**src/rtl/pc_fetch_pkg.sv**
```systemverilog
// Shared types and constants for the PC / instruction-fetch controller.
package pc_fetch_pkg;

    typedef enum logic [1:0] {BOOT, FETCH, ISSUE} state_t;

    typedef enum logic [1:0] {SEL_SEQ, SEL_BR, SEL_JMP, SEL_FLUSH} sel_t;

    localparam int PC_STEP = 4;

    // Redirect priority: flush > jump > branch > sequential.
    function automatic sel_t pick_sel(input logic flush, input logic jump, input logic branch);
        if (flush)       return SEL_FLUSH;
        else if (jump)   return SEL_JMP;
        else if (branch) return SEL_BR;
        else             return SEL_SEQ;
    endfunction

endpackage

```
**src/rtl/next_pc_sel.sv**
```systemverilog
// Combinational next-PC priority mux with alignment handling.
// Build option PC_ALIGN_CHECK_EN: misaligned targets redirect to TRAP_PC instead of being truncated.
module next_pc_sel
    import pc_fetch_pkg::*;
#(
    parameter int               WIDTH   = 32,
    parameter logic [WIDTH-1:0] TRAP_PC = 32'h0000_0080
) (
    input  logic             flush,
    input  logic             jump,
    input  logic             branch,
    input  logic [WIDTH-1:0] pc_plus4,
    input  logic [WIDTH-1:0] branch_target,
    input  logic [WIDTH-1:0] jump_target,
    input  logic [WIDTH-1:0] flush_pc,
    output logic [WIDTH-1:0] next_pc,
    output logic             misalign
);

    localparam logic [WIDTH-1:0] ALIGN_MASK = WIDTH'(PC_STEP - 1);

    logic [WIDTH-1:0] raw_pc;

    // NOTE: every output of a combinational block gets a value on every path, so no latch is inferred.
    always_comb begin
        raw_pc = pc_plus4;
        unique case (pick_sel(flush, jump, branch))
            SEL_FLUSH: raw_pc = flush_pc;
            SEL_JMP:   raw_pc = jump_target;
            SEL_BR:    raw_pc = branch_target;
            default:   raw_pc = pc_plus4;
        endcase

`ifdef PC_ALIGN_CHECK_EN
        misalign = |(raw_pc & ALIGN_MASK);
        next_pc  = misalign ? TRAP_PC : raw_pc;
`else
        misalign = 1'b0;
        next_pc  = raw_pc & ~ALIGN_MASK;
`endif
    end

endmodule

```
**src/rtl/pc_fetch_ctrl.sv**
```systemverilog
// PC register and single-outstanding instruction-fetch FSM feeding decode.
// Build option PC_ALIGN_CHECK_EN enables the misaligned-target trap and misalign_o pulse.
module pc_fetch_ctrl
    import pc_fetch_pkg::*;
#(
    parameter int               WIDTH    = 32,
    parameter logic [WIDTH-1:0] RESET_PC = 32'h0000_0000,
    parameter logic [WIDTH-1:0] TRAP_PC  = 32'h0000_0080
) (
    input  logic             clk_i,
    input  logic             rst_i,
    input  logic [WIDTH-1:0] pc_plus4_i,
    input  logic             branch_i,
    input  logic [WIDTH-1:0] branch_target_i,
    input  logic             jump_i,
    input  logic [WIDTH-1:0] jump_target_i,
    input  logic             flush_i,
    input  logic [WIDTH-1:0] flush_pc_i,
    input  logic             stall_i,
    output logic             imem_req_o,
    output logic [WIDTH-1:0] imem_addr_o,
    input  logic             imem_ack_i,
    input  logic [31:0]      imem_data_i,
    output logic [WIDTH-1:0] pc_o,
    output logic             instr_valid_o,
    output logic [31:0]      instr_o,
    output logic [31:0]      retired_o,
    output logic             misalign_o
);

    state_t           state_q;
    logic [WIDTH-1:0] pc_q;
    logic [WIDTH-1:0] addr_q;
    logic             req_q;
    logic             valid_q;
    logic [31:0]      instr_q;
    logic [31:0]      retired_q;
    logic             squash_q;
    logic             misalign_q;

    logic [WIDTH-1:0] next_pc;
    logic             next_misalign;

    next_pc_sel #(
        .WIDTH  (WIDTH),
        .TRAP_PC(TRAP_PC)
    ) u_next_pc_sel (
        .flush        (flush_i),
        .jump         (jump_i),
        .branch       (branch_i),
        .pc_plus4     (pc_plus4_i),
        .branch_target(branch_target_i),
        .jump_target  (jump_target_i),
        .flush_pc     (flush_pc_i),
        .next_pc      (next_pc),
        .misalign     (next_misalign)
    );

    // NOTE: state registers use non-blocking assignments so every update sees pre-edge values.
    always_ff @(posedge clk_i or negedge rst_i) begin
        if (!rst_i) begin
            state_q    <= BOOT;
            pc_q       <= RESET_PC;
            addr_q     <= RESET_PC;
            req_q      <= 1'b0;
            valid_q    <= 1'b0;
            instr_q    <= '0;
            retired_q  <= '0;
            squash_q   <= 1'b0;
            misalign_q <= 1'b0;
        end else begin
            misalign_q <= 1'b0;
            unique case (state_q)
                BOOT: begin
                    state_q <= FETCH;
                    req_q   <= 1'b1;
                    if (flush_i) begin
                        pc_q       <= next_pc;
                        addr_q     <= next_pc;
                        misalign_q <= next_misalign;
                    end else begin
                        addr_q <= pc_q;
                    end
                end

                FETCH: begin
                    if (imem_ack_i) begin
                        if (squash_q || flush_i) begin
                            // Stale response: drop it and re-request at the (possibly new) PC.
                            squash_q <= 1'b0;
                            if (flush_i) begin
                                pc_q       <= next_pc;
                                addr_q     <= next_pc;
                                misalign_q <= next_misalign;
                            end else begin
                                addr_q <= pc_q;
                            end
                        end else begin
                            instr_q <= imem_data_i;
                            valid_q <= 1'b1;
                            req_q   <= 1'b0;
                            state_q <= ISSUE;
                        end
                    end else if (flush_i) begin
                        // The request stays on the bus with its original address until acked.
                        pc_q       <= next_pc;
                        squash_q   <= 1'b1;
                        misalign_q <= next_misalign;
                    end
                end

                ISSUE: begin
                    if (flush_i || !stall_i) begin
                        if (!flush_i) begin
                            retired_q <= retired_q + 32'd1;
                        end
                        pc_q       <= next_pc;
                        addr_q     <= next_pc;
                        misalign_q <= next_misalign;
                        valid_q    <= 1'b0;
                        req_q      <= 1'b1;
                        state_q    <= FETCH;
                    end
                end

                default: state_q <= BOOT;
            endcase
        end
    end

    assign imem_req_o    = req_q;
    assign imem_addr_o   = addr_q;
    assign pc_o          = pc_q;
    assign instr_valid_o = valid_q;
    assign instr_o       = instr_q;
    assign retired_o     = retired_q;
    assign misalign_o    = misalign_q;

endmodule

```
**config.mk**
```make
export PLATFORM = sky130hd
export DESIGN_NAME = pc_fetch_ctrl
export DESIGN_NICKNAME = d
export VERILOG_FILES = /design/src/rtl/pc_fetch_pkg.sv /design/src/rtl/next_pc_sel.sv /design/src/rtl/pc_fetch_ctrl.sv
export SDC_FILE = /design/constraint.sdc
export NUM_CORES = 1
export LEC_CHECK = 0
export ABC_AREA = 1
export BUFFER_PORTS_ARGS = -buffer_cell sky130_fd_sc_hd__buf_2
export CORE_MARGIN = 5
export CORE_UTILIZATION = 40
export CTS_BUF_LIST = sky130_fd_sc_hd__clkbuf_2
export DETAILED_ROUTE_END_ITERATION = 10
export PLACE_DENSITY = 0.71
export REMOVE_ABC_BUFFERS = 1
export SLEW_MARGIN = 40
export SYNTH_ARGS = -nofsm -noshare
export SYNTH_HDL_FRONTEND = slang
export SYNTH_HIERARCHICAL = 1
export SYNTH_SLANG_ARGS = --single-unit
export TNS_END_PERCENT = 50
```
**constraint.sdc**
```tcl
create_clock -name clk_i -period 4.1 [get_ports clk_i]
set_input_delay 0.82 -clock clk_i [delete_from_list [all_inputs] [get_ports clk_i]]
set_output_delay 0.82 -clock clk_i [all_outputs]
set_load 0.05 [all_outputs]
```
# --- After elaboration in Yosys (flattened, before gate mapping) ---
# Cells that the tools add are included.
totals:
  reg_bits: 133
  in_bits: 167
  output_inout_bits: 131
  elab_cells: 63
classes:
  add_sub_neg: 1
  eq_ne: 11
  n_mux: 26
  bitwise: 2
  reduce_logical: 15
ops:
  columns: ["operator", "n"]
  rows:
  - ["$pmux W32 S3", 3]
  - ["$mux W32", 5]
  - ["$add A32 B1 Y32 const B", 1]
  - ["$reduce_and A3 Y1", 5]
  - ["$reduce_and A4 Y1", 3]
  - ["$mux W1", 10]
  - ["$mux W2", 5]
  - ["$ne A2 B2 Y1 const B", 4]
  - ["$eq A2 B2 Y1 const B", 3]
  - ["$pmux W2 S3", 1]
  - ["$eq A2 B1 Y1 const B", 2]
  - ["$reduce_bool A2 Y1", 2]
  - ["$ne A3 B3 Y1 const B", 1]
  - ["$pmux W1 S3", 1]
  - ["$reduce_bool A3 Y1", 1]
  - ["$logic_not A2 Y1", 1]
  - ["$logic_or A1 B1 Y1", 2]
  - ["$ne A2 B1 Y1 const B", 1]
  - ["$not A1 Y1", 2]
  - ["$pmux W1 S2", 1]
  - ["$logic_not A1 Y1", 1]

# --- Logic depth before layout (Yosys ltp) ---
# Gate-level depths: netlist of the first run.
logic_depth:
  ltp_word: 9
  depth_mapped: 11
  mapped_depth_nobuf: 10

# --- Hierarchy ---
# Netlist of the first run, hierarchy kept.
modules_own_cells:
  columns: ["mod", "n_inst", "cells_each", "area_each_um2", "seq_area_each_um2"]
  rows:
  - ["pc_fetch_ctrl", 1, 744, 6035.8, 3353.2]
  - ["next_pc_sel", 1, 318, 1333.8, 0.0]

# --- Worst setup path after synthesis of the first run ---
# OpenSTA, ideal clock, no wires.
synth_path:
  path_kind: "input -> register"
  from: "input port branch_i"
  to: "register pc_q[2], in the netlist pc_o[2]"
  setup_ns: 0.130
  arrival_time_ns: 1.823
  t_required_ns: 3.970
  slack_ns: 2.147
  cell_stages: 10
  path_buffers: 2
  path_cell_list: "buf_2 -> nor3_4 -> buf_6 -> nand2_1 -> nand2_1 -> inv_1 -> nand2_1 -> o21ai_0 -> nand2_1 -> o21ai_1"
synth_between:
  elab_chain_len: 9
  elab_cells_between_ends: 12
  classes_between: "eq/ne: 3; mux: 9"
synth_lines:
  columns: ["element", "line_no", "source"]
  rows:
  - ["start, declared", "pc_fetch_ctrl.sv:13", "input logic branch_i,"]
  - ["$mux W1 (*)", "pc_fetch_pkg.sv:14", "else if (branch) return SEL_BR;"]
  - ["$mux W2 (*)", "pc_fetch_pkg.sv:13", "else if (jump) return SEL_JMP;"]
  - ["$mux W2 (*)", "pc_fetch_pkg.sv:12", "if (flush) return SEL_FLUSH;"]
  - ["$eq A2 B1 Y1 or $eq A2 B2 Y1 (tied branches)", "next_pc_sel.sv:27", "unique case (pick_sel(flush, jump, branch))"]
  - ["$pmux W32 S3 (*)", "next_pc_sel.sv:27", null]
  - ["via next_pc[2]", "pc_fetch_ctrl.sv:41", "logic [WIDTH-1:0] next_pc;"]
  - ["$mux W32", "pc_fetch_ctrl.sv:77, pc_fetch_ctrl.sv:91, pc_fetch_ctrl.sv:104", null]
  - ["$mux W32", null, null]
  - ["$mux W32", "pc_fetch_ctrl.sv:87", "if (imem_ack_i) begin"]
  - ["$pmux W32 S3 (*)", "pc_fetch_ctrl.sv:73", "unique case (state_q)"]
  - ["end signal, assigned", "pc_fetch_ctrl.sv:78", "pc_q <= next_pc;"]
  - ["end signal, assigned", "pc_fetch_ctrl.sv:92", "pc_q <= next_pc;"]
  - ["end signal, assigned", "pc_fetch_ctrl.sv:106", "pc_q <= next_pc;"]
  - ["end, declared", "pc_fetch_ctrl.sv:32", "logic [WIDTH-1:0] pc_q;"]
# The timed path passes the listed nets; every way through them passes the cells marked *. The select of a mux whose other input is x is not followed.
# A chain may end at the register's enable or synchronous reset.

# --- Worst setup path in the final report of the first run ---
layout_path:
  from: "register retired_q[24], in the netlist retired_o[24]"
  to: "output port retired_o[24]"
layout_rtl:
  columns: ["element", "line_no", "source"]
  rows:
  - ["start, declared", "pc_fetch_ctrl.sv:37", "logic [31:0] retired_q;"]
  - ["start signal, assigned", "pc_fetch_ctrl.sv:115", "retired_q <= retired_q + 32'd1;"]
  - ["end, declared", "pc_fetch_ctrl.sv:27", "output logic [31:0] retired_o,"]
# No word-level cell between the ends.

==> metrics, run 1 <==
status completed; clock latency on the worst-skew pair 0.68 ns; final instance area a little over 9000 um^2; Initial Util 0.4089; CTS tree built; reg2reg end imem_addr_o[3]$_DFFE_PN0P_; power per cell area 722.3 nW/um^2; Slew HR 0.4661; Reg clk slew, reported paths around 0.20 ns; drt pass-1 iters 9; P_leak around 5.5 nW; layout cells sized above 1 0.2611; DP HPWL 16360 um; Max Freq 437.5 MHz; IO Count 298; PortBufs 289; commonest non-fill, non-tap cell in the layout nand2_1; Tmin final 2.286 ns; Final nets between 1.5k and 2k; initial antenna violation count 2; Final Skew 0.04180 ns; area leader, netlist dfrtp_1; FF-to-FF Start squash_q$_DFFE_PN0P_; drc violations 0; Worst EP required 3.28 ns; Mean Syn Cell Area 6.939 um^2; CP max FO 6; max cap viols 0; Clock Root Buffer clkbuf_2; post-synthesis sequential area ratio 0.4550; dpl cell area 8970 um^2; Slew Viols, Final 0; Routed WL 22120 um; Reg2Reg Setup Slack 2.18 ns; r2r worst-path depth 6; first-pass GRT wire length 36230 um; # H-tree levels 4; Mapped Cells 1062; RePlAce Congestion slightly below 0.9; Setup TNS Final 0 ns; Via density 4.688; Placeable Area 18020 um^2; most frequent cells in the layout 450 x nand2_1, 288 x buf_2, 145 x inv_1; CTS Hold Bufs 0; WS Path Type flip-flop to output port; mapped cell area 7370 um^2; Seq cells post-synth between 100 and 150; Setup Buffers After CTS 0; RSZ-0062 raised after global routing false; top cells by area, synth dfrtp_1 46%, nand2_1 23%, inv_1 7.4%, nand3_1 5.4%, o21ai_0 4.6%; vias in the first global route 7210; largest net degree at the start of global routing 70; die height ~150 um; clk sinks roughly 130; startpoint types flip-flop; slowest stage delay, CP around 0.50 ns; die area 21240 um^2; Hold Path Class input pin to async pin; Area Growth Syn to Fin 25.14%; CP Cell Sequence buf_2; Cell variety after synth 31; GRT overflow 0; Worst Path Buf+Inv 1; Fin. Hold Viols 0; post-synth top area share 0.4550; final setup fails 0; Post-DRT Antenna Nets 0; Ys Warns 6; DRT iter0 DRCs 381; Top delay family on crit path flip-flops; slowest stage cell, crit path dfrtp_1; vias post-DR about 7.4k; Row Count around 50; Total GRT Usage 0.2070; average wire per cell in the routed design 14.01 um; Max VDD drop 0.5560 mV; clock buffer depth 2; Post-CTS Resized 0; Die Width 145.7 um; measured slew at the worst slew-check pin 0.8008 ns; TritonCTS Buffers 17; CP Capture Type output port; fin crit share 0.5575; CP Data Arrival Time 1.47 ns
per-layer routing:
metal / track usage / up-vias / share of wire
met4: 0.06343 / 0 / 0.021
met5: 0 / - / 0
met2: 0.3368 / 248 / 0.48
met3: 0.06166 / 25 / 0.076
met1: 0.2663 / 3344 / 0.42
li1: - / 3786 / -
kinds of logic after synthesis:
group / Yosys count / share of synthesized area
compound gates: 103 / 0.07131
xor+xnor: 20 / 0.02377
fa+ha+maj: 1 / 0.001698
buf+inv: 199 / 0.1119
flops: 134 / 0.4550
other cells: 1 / 0.0005088
simple gates: 604 / 0.3358
sequential cells by signal (all words and copies together), names as in the netlist:
| register | count |
|---|---|
| retired_o | 32 |
| imem_req_o | 1 |
| instr_valid_o | 1 |
| instr_o | 32 |
| squash_q | 1 |
| state_q | 2 |
| pc_o | 32 |
| imem_addr_o | 32 |
| misalign_o | 1 |
synth_stat cells:
master / count
buf_4: 10
clkbuf_1: 17
dfrtp_1: 134
ha_1: 1
nand3_1: 79
inv_1: 145
o21a_1: 1
nand3_2: 1
nor3_2: 1
a21oi_2: 1
and2_1: 1
nand2_2: 3
a21oi_1: 2
nor3_1: 3
o21ai_2: 1
or2_1: 1
buf_6: 2
nor3_4: 1
inv_2: 5
conb_1: 1
nor2_2: 3
nor2_4: 2
nand3b_1: 4
buf_2: 20
o21ai_0: 68
xor2_1: 8
nor2_1: 42
o21ai_1: 30
xnor2_1: 12
nand2_1: 451
nand4_1: 12
area by class of cell:
class                      instances  area, um^2
sequential                       134        3353
fill                            1857        8802
inverter                         150       563.0
tap                              229       286.5
clock inverter                    13       157.7
timing repair buffer             302        1563
multi-input combinational        731        3204
clock buffer                      18       90.09
antenna                            2       5.005
where the power goes:
part / internal, mW / switching (mW)
Combinational: 0.821 / 2.96
Clock: 0.336 / 0.495
Sequential: 1.80 / 0.247
Total: 2.96 / 3.70
stage by stage:
stage,cells,power (mW),utilization,hold slack [ns],setup WS [ns]
global placement,1546,5.835,0.4976,0.4575,1.350
floorplan,1015,4.763,-,0.5231,1.377
finish,1579,6.661,0.5117,0.1124,1.814
CTS,1577,6.751,0.5114,0.05369,1.716
detailed placement,1546,5.902,0.4976,0.4598,1.325
global route,1579,7.140,0.5117,0.05666,1.637
worst max path at each step:
stage | startpoint | to | slack [ns] | depth (start not counted)
after detailed placement | jump_i | pc_o[24]$_DFFE_PN0P_ | 1.32 | 11
final | retired_o[24]$_DFFE_PN0P_ | retired_o[24] | 1.81 | 1
after global routing | retired_o[24]$_DFFE_PN0P_ | retired_o[24] | 1.64 | 1
after CTS | retired_o[20]$_DFFE_PN0P_ | retired_o[20] | 1.72 | 1
after floorplan | stall_i | imem_addr_o[0]$_DFFE_PN0P_ | 1.38 | 7
after global placement | jump_i | imem_addr_o[6]$_DFFE_PN0P_ | 1.35 | 11
Power figures use the tool's default switching activity.
==> run 2: changes to the inputs <==
==> constraint.sdc (replaced) <==
create_clock -name clk_i -period 2.3 [get_ports clk_i]
set_input_delay 0.46 -clock clk_i [delete_from_list [all_inputs] [get_ports clk_i]]
set_output_delay 0.46 -clock clk_i [all_outputs]
set_load 0.05 [all_outputs]
==> run 2 against run 1 <==
- global-route usage rose by 1.1 points
- sequential power rose by 80%
- via count grew 3.0%
- die area unchanged
- clock skew hardly changed
- first-iteration DRC count is 9.2% lower
- critical path type unchanged
- non-clock buffer count up 42
- combinational power rose by 83%
- core utilization up 2.8 points
- worst hold slack better by 0.035 ns
- highest routed layer unchanged
- power increased by 85%
==> metrics, run 2 (synthesis gave the netlist of run 1 again) <==
Clock Root Buffer clkbuf_2; min-delay src stall_i; r2r worst-path depth 8 (+2); Hold Path Class input pin to flip-flop; CP Capture Type output port; Reg clk slew, reported paths 0.21 ns (about the same); Initial Util 0.4089 (unchanged); measured slew at the worst slew-check pin 0.8181 ns (+0.01729 ns); clock latency on the worst-skew pair 0.69 ns (about the same); Core Util, Final 0.5400 (+0.02832); Fin. Hold Viols 0 (unchanged); Tmin final 1.957 ns; die height 145.7 um (unchanged); Top delay family on crit path flip-flops; startpoint types flip-flop; Worst Hold Slack 0.1477 ns (+0.03534 ns); average wire per cell in the routed design 14.33 um (+2.3%); RePlAce Congestion 0.9033 (+3.0%); drt pass-1 iters 5 (-4); CP endpoint retired_o[24]; P_leak 5.677 nW (+4.1%); status completed; CP Cell Sequence buf_2; Routed WL 23230 um (+5.0%); Area Growth Syn to Fin 32.07%; area taken by multi-input logic gates 3204 um^2 (unchanged); Reg2Reg Setup Slack 0.36 ns (-1.82 ns); Final Skew 0.04224 ns (+0.0004464 ns); Final nets 1546 (+2.8%); DRT iter0 DRCs 346 (-9.2%); first-pass GRT wire length 38160 um (+5.3%); IO Count 298 (unchanged); Via density 4.703 (+0.32%); Slew HR 0.4540 (-0.01211); top routing layer in use met4; WS Path Type flip-flop to output port; largest net degree at the start of global routing 66 (-5.7%); PortBufs 289 (unchanged); Met2 Routed Length 11190 um (+5.7%); most frequent cells in the layout 450 x nand2_1, 288 x buf_2, 145 x inv_1; Max Freq 511.1 MHz; GRT overflow 0 (unchanged); Worst EP required 1.84 ns (-1.44 ns); initial antenna violation count 1 (-1); routed metal-1 wirelength 10030 um (+7.0%); slowest stage delay, CP 0.50 ns (about the same); Setup TNS Final 0 ns (unchanged); CP Data Arrival Time 1.50 ns (+0.03 ns); FF-to-FF Start state_q[0]$_DFFE_PN0P_; commonest non-fill, non-tap cell in the layout nand2_1; Setup Buffers After CTS 0 (unchanged); Placed Cells 1554 (+0.52%); metal3 WL 1406 um (-17%); TritonCTS Buffers 17 (unchanged); Total GRT Usage 0.2179 (+0.01089); Placeable Area 18020 um^2 (unchanged); vias post-DR 7624 (+3.0%); final setup fails 0 (unchanged); clk sinks 134 (unchanged); slowest stage cell, crit path dfrtp_1; clock buffer depth 2 (unchanged); DP HPWL 16580 um (+1.4%); layout cells sized above 1 0.2588 (-0.002321); reg2reg end imem_addr_o[26]$_DFFE_PN0P_; # H-tree levels 4 (unchanged); FF+latch area 3353 um^2 (unchanged); critical path depth 1 (unchanged); Worst Path Buf+Inv 1 (unchanged); Post-DRT Antenna Nets 0 (unchanged); power per cell area 1267 nW/um^2 (+75%); max cap viols 0 (unchanged); Critical Path Source retired_o[24]$_DFFE_PN0P_; FILL cells 1773 (-4.5%); Row Count 49 (unchanged); CTS tree built; non-filler cells, final 1621 (+2.7%); RSZ-0062 raised after global routing false; Die Width 145.7 um (unchanged); vias in the first global route 7700 (+6.8%); fin crit share 0.8508; Slew Viols, Final 0 (unchanged); Max VDD drop 1.111 mV (+100%); drc violations 0 (unchanged); CP max FO 6 (unchanged); die area 21240 um^2 (unchanged)
run 2: worst min path at each step:
stage / endpoint / cells past startpoint
3_5_place_dp: pc_o[31]$_DFFE_PN0P_ / 1
3_3_place_gp: pc_o[31]$_DFFE_PN0P_ / 1
4_1_cts: retired_o[2]$_DFFE_PN0P_ / 4
2_1_floorplan: imem_addr_o[0]$_DFFE_PN0P_ / 0
6_report: retired_o[0]$_DFFE_PN0P_ / 4
5_1_grt: retired_o[2]$_DFFE_PN0P_ / 4
run 2: what timing repair did:
item	CTS	global route
hold buffers	34	0
endpoints found under the hold margin	81	0
resized for setup	0	0
run 2: final cells by class:
cell class              instances  share of cell area
clock inverters                14             0.02134
multi-input cells             731              0.3292
inverters                     150             0.05785
well taps                     229             0.02944
repair buffers                344              0.2081
flip-flops and latches        134              0.3445
diodes                          1           0.0002571
clock buffers                  18            0.009256
run 2: tightest hold or removal path: stages:
cell and delay, ns:
buf_2 0.09, nor2_1 0.04, nand2_1 0.13, xor2_1 0.08
run 2: per-layer routing:
metal,vias to the layer above,global-route usage
met5,-,0
met3,43,0.05139
met2,240,0.3556
met1,3469,0.2810
li1,3872,-
met4,0,0.08349
run 2: through the flow:
step | total power, mW | setup slack [ns] | instance area, um^2
after global routing | 13.16 | 0.1937 | 9733
after CTS | 12.45 | 0.2485 | 9731
final | 12.33 | 0.3432 | 9733
after floorplan | 8.491 | -0.06284 | 7116
after detailed placement | 10.65 | 0.1499 | 9092
after global placement | 10.54 | 0.1785 | 9092
run 2: power breakdown:
part	switching (mW)	internal, mW
clock network	0.899	0.818
logic	5.32	1.59
registers	0.485	3.21
total	6.71	5.62
==> run 3: changes to the inputs <==
--- a/config.mk
+++ b/config.mk
@@ -7,15 +7,17 @@
 export LEC_CHECK = 0
 export ABC_AREA = 1
 export BUFFER_PORTS_ARGS = -buffer_cell sky130_fd_sc_hd__buf_2
+export CELL_PAD_IN_SITES_DETAIL_PLACEMENT = 1
+export CELL_PAD_IN_SITES_GLOBAL_PLACEMENT = 1
+export CORE_ASPECT_RATIO = 1.75
 export CORE_MARGIN = 5
-export CORE_UTILIZATION = 40
+export CORE_UTILIZATION = 34
 export CTS_BUF_LIST = sky130_fd_sc_hd__clkbuf_2
 export DETAILED_ROUTE_END_ITERATION = 10
-export PLACE_DENSITY = 0.71
+export PLACE_DENSITY = 0.85
 export REMOVE_ABC_BUFFERS = 1
 export SLEW_MARGIN = 40
 export SYNTH_ARGS = -nofsm -noshare
 export SYNTH_HDL_FRONTEND = slang
-export SYNTH_HIERARCHICAL = 1
 export SYNTH_SLANG_ARGS = --single-unit
 export TNS_END_PERCENT = 50
==> run 3 against run 2 <==
- maximum frequency down 9.5%
- power down 15%
- core utilization decreased by 6.1 points
- critical endpoint is now pc_o[9]$_DFFE_PN0P_
- highest routed layer unchanged
==> metrics, run 3 <==
final instance area 10060 um^2 (+3.4%); fin crit share 0.9404 (+0.08967); power per cell area 1040 nW/um^2 (-18%); Slew Viols, Final 0 (unchanged); top cells by area, synth dfrtp_1 46%, nand2_1 26%, inv_1 6.3%, nand3_1 5.4%, nor2_1 4.7%; CTS tree built; Slew HR 0.6202 (+0.1662); Post-Synth Adder-Cell Area 0.001722 (+0.00002456); DRT iter0 DRCs 277 (-20%); Clock Root Buffer clkbuf_2; Synth top cells by count 500 x nand2_1, 133 x dfrtp_1, 121 x inv_1, 90 x nor2_1, 79 x nand3_1; measured slew at the worst slew-check pin 0.5653 ns (-0.2528 ns); Die Width 120.5 um (-17%); Post-synth EDFFs 0 (unchanged); slowest stage cell, crit path dlygate4sd3_1; global route hottest layer met2; Post-Synth XOR/XNOR Area 0.02050 (-0.003273); Cell variety after synth 33 (+6.5%); mapped cell area 7264 um^2 (-1.4%); largest family of logic cells by synthesized area simple AND/OR/NAND/NOR gates; Initial Util 0.3456 (-0.06326); final setup fails 0 (unchanged); Final nets 1596 (+3.2%); RePlAce Congestion 0.8334 (-7.7%); area taken by multi-input logic gates 3263 um^2 (+1.8%); Worst EP required 2.95 ns (+1.11 ns); Fin. Hold Viols 0 (unchanged); Critical Path Source flush_i; PortBufs 288 (-0.35%); die area 24500 um^2 (+15%); Row Count 70 (+43%); min-delay src pc_plus4_i[29]; clk sinks 133 (-0.75%); first-pass GRT wire length 45680 um (+20%); Via density 4.874 (+3.6%); routing usage on met3 0.04911 (-0.002274); # H-tree levels 4 (unchanged); Hold Path Class input pin to flip-flop; clock latency on the worst-skew pair 0.75 ns (+0.06 ns); CP Capture Type flip-flop; async set-reset flop share out of synthesis 1.000 (unchanged); startpoint types input pin; DP HPWL 20730 um (+25%); dpl cell area 9050 um^2 (-0.47%); average wire per cell in the routed design 16.91 um (+18%); CP max FO 13 (+7); area leader, netlist dfrtp_1; Mean Syn Cell Area 6.847 um^2 (-1.3%); status completed; vias post-DR 8266 (+8.4%); IO Count 298 (unchanged); Total GRT Usage 0.2363 (+0.01840); most frequent cell after synthesis nand2_1; area share of and/or/nand/nor cells after synthesis 0.3980 (+0.06221); CP most frequent cell nand2_1; Final Skew 0.03052 ns (-0.01173 ns); P_leak 5.683 nW (+0.11%); non-filler cells, final 1696 (+4.6%); Worst Hold Slack 0.1243 ns (-0.02345 ns); largest net degree at the start of global routing 53 (-20%); Post-DRT Antenna Nets 0 (unchanged); mux contribution to synthesized area 0 (unchanged); GRT met1 Usage 0.2319 (-0.04911); max cap viols 0 (unchanged); die height 203.4 um (+40%); FF-to-FF Start state_q[1]$_DFFE_PN0P_; clock buffer depth 2 (unchanged); FF+latch area 3328 um^2 (-0.75%); WS Path Type input pin to flip-flop; FILL cells 2802 (+58%); Tmin final 2.163 ns (+0.2062 ns); slowest stage delay, CP 0.59 ns (+0.09 ns); vias in the first global route 9030 (+17%); Max Freq 462.3 MHz (-9.5%); drc violations 0 (unchanged); Post-synth top flop dfrtp_1; commonest non-fill, non-tap cell in the layout nand2_1; layout cells sized above 1 0.2554 (-0.003428); initial antenna violation count 3 (+2); most frequent cells in the layout 500 x nand2_1, 287 x buf_2, 133 x dfrtp_1; Ys Warns 0 (-6); Mapped Cells 1061 (-0.094%); Synth Area in Compound Gates 0.02773 (-0.04358); CP Data Arrival Time 2.82 ns (+1.32 ns); drt pass-1 iters 4 (-1); Placeable Area 21020 um^2 (+17%); CP Cell Sequence buf_2 > inv_2 > nand2_1 > nor2_4 > buf_4 > nand2_1 > nand2_1 > dlygate4sd3_1 > nor2_1 > nand3_1 > dlygate4sd3_1 > and2_1; Area Growth Syn to Fin 38.55%; TritonCTS Buffers 17 (unchanged); Seq cells post-synth 133 (-0.75%); Reg clk slew, reported paths 0.20 ns (about the same); Core Util, Final 0.4788 (-0.06117); post-synthesis sequential area ratio 0.4581 (+0.003138); met2 Usage GRT 0.4525 (+0.09689); Routed WL 28680 um (+23%); post-synth top area share 0.4581 (+0.003138); GRT overflow 0 (unchanged); Setup TNS Final 0 ns (unchanged); Max VDD drop 0.4508 mV (-59%); Placed Cells 1586 (+2.1%)
## run 3: cell types whose count changed in the layout (fill, tap and decap cells not counted), moves of 23 or more
cell / delta
a21oi_1: +23
dlygate4sd3_1: +41
inv_1: -24
nand2_1: +50
nor2_1: +49
o21ai_0: -62
o21ai_1: -28
## run 3: power breakdown
| part | total, mW | leakage [nW] | internal [mW] | switching [mW] |
|---|---|---|---|---|
| registers | 3.47 | 1.65 | 3.05 | 0.424 |
| logic | 5.45 | 3.88 | 1.24 | 4.20 |
| clock network | 1.55 | 0.149 | 0.612 | 0.938 |
## run 3: kinds of logic (layout without fill, tap and decap cells)
group,Yosys count,after routing
simple gates,708,708
buf+inv,163,543
flops,133,133
compound gates,38,38
xor+xnor,17,17
fa+ha+maj,1,1
other cells,1,4
## run 3: final timing paths
path	to	slack [ns]	cells past startpoint
hold reg to reg	instr_o[9]$_DFFE_PN0P_	0.49	2
hold / removal	pc_o[29]$_DFFE_PN0P_	0.12	7
min in group asynchronous	pc_o[30]$_DFFE_PN0P_	0.16	2
setup reg to reg	pc_o[9]$_DFFE_PN0P_	0.15	9
setup / recovery	pc_o[9]$_DFFE_PN0P_	0.14	12
max in group asynchronous	retired_o[27]$_DFFE_PN0P_	1.51	3
## run 3: cell type report
cell class,count,share of cell area
sequential,133,0.3307
clock inverter,13,0.01566
timing repair buffer,387,0.2417
tap,252,0.03133
antenna,3,0.0007459
clock buffer,19,0.009448
inverter,124,0.04625
multi-input combinational,765,0.3242
## run 3: metal layers
metal,part of all wire,wire (um)
met1,0.35,9979
met2,0.55,15910
met3,0.047,1350
met4,0.050,1438
met5,0,0
## run 3: per-stage QoR
step | worst slack [ns] | power, mW
after floorplan | 0.1062 | 7.177
after global placement | 0.4152 | 8.712
after detailed placement | 0.3713 | 8.850
after CTS | 0.08617 | 10.57
after global routing | -0.006444 | 11.10
final | 0.1370 | 10.47
## run 3: what timing repair did
| action | CTS | global route |
|---|---|---|
| setup endpoints to repair | 0 | 1 |
| hold buffers | 75 | 0 |
| buffers inserted | 0 | 0 |
| hold endpoints to repair | 209 | 0 |
| resized for setup | 0 | 1 |
## run 3: worst max-delay path: cells and delay by family
family / cells / cell delay (ns)
buffers and inverters: 5 / 1.64
and+or+nand+nor: 7 / 0.70
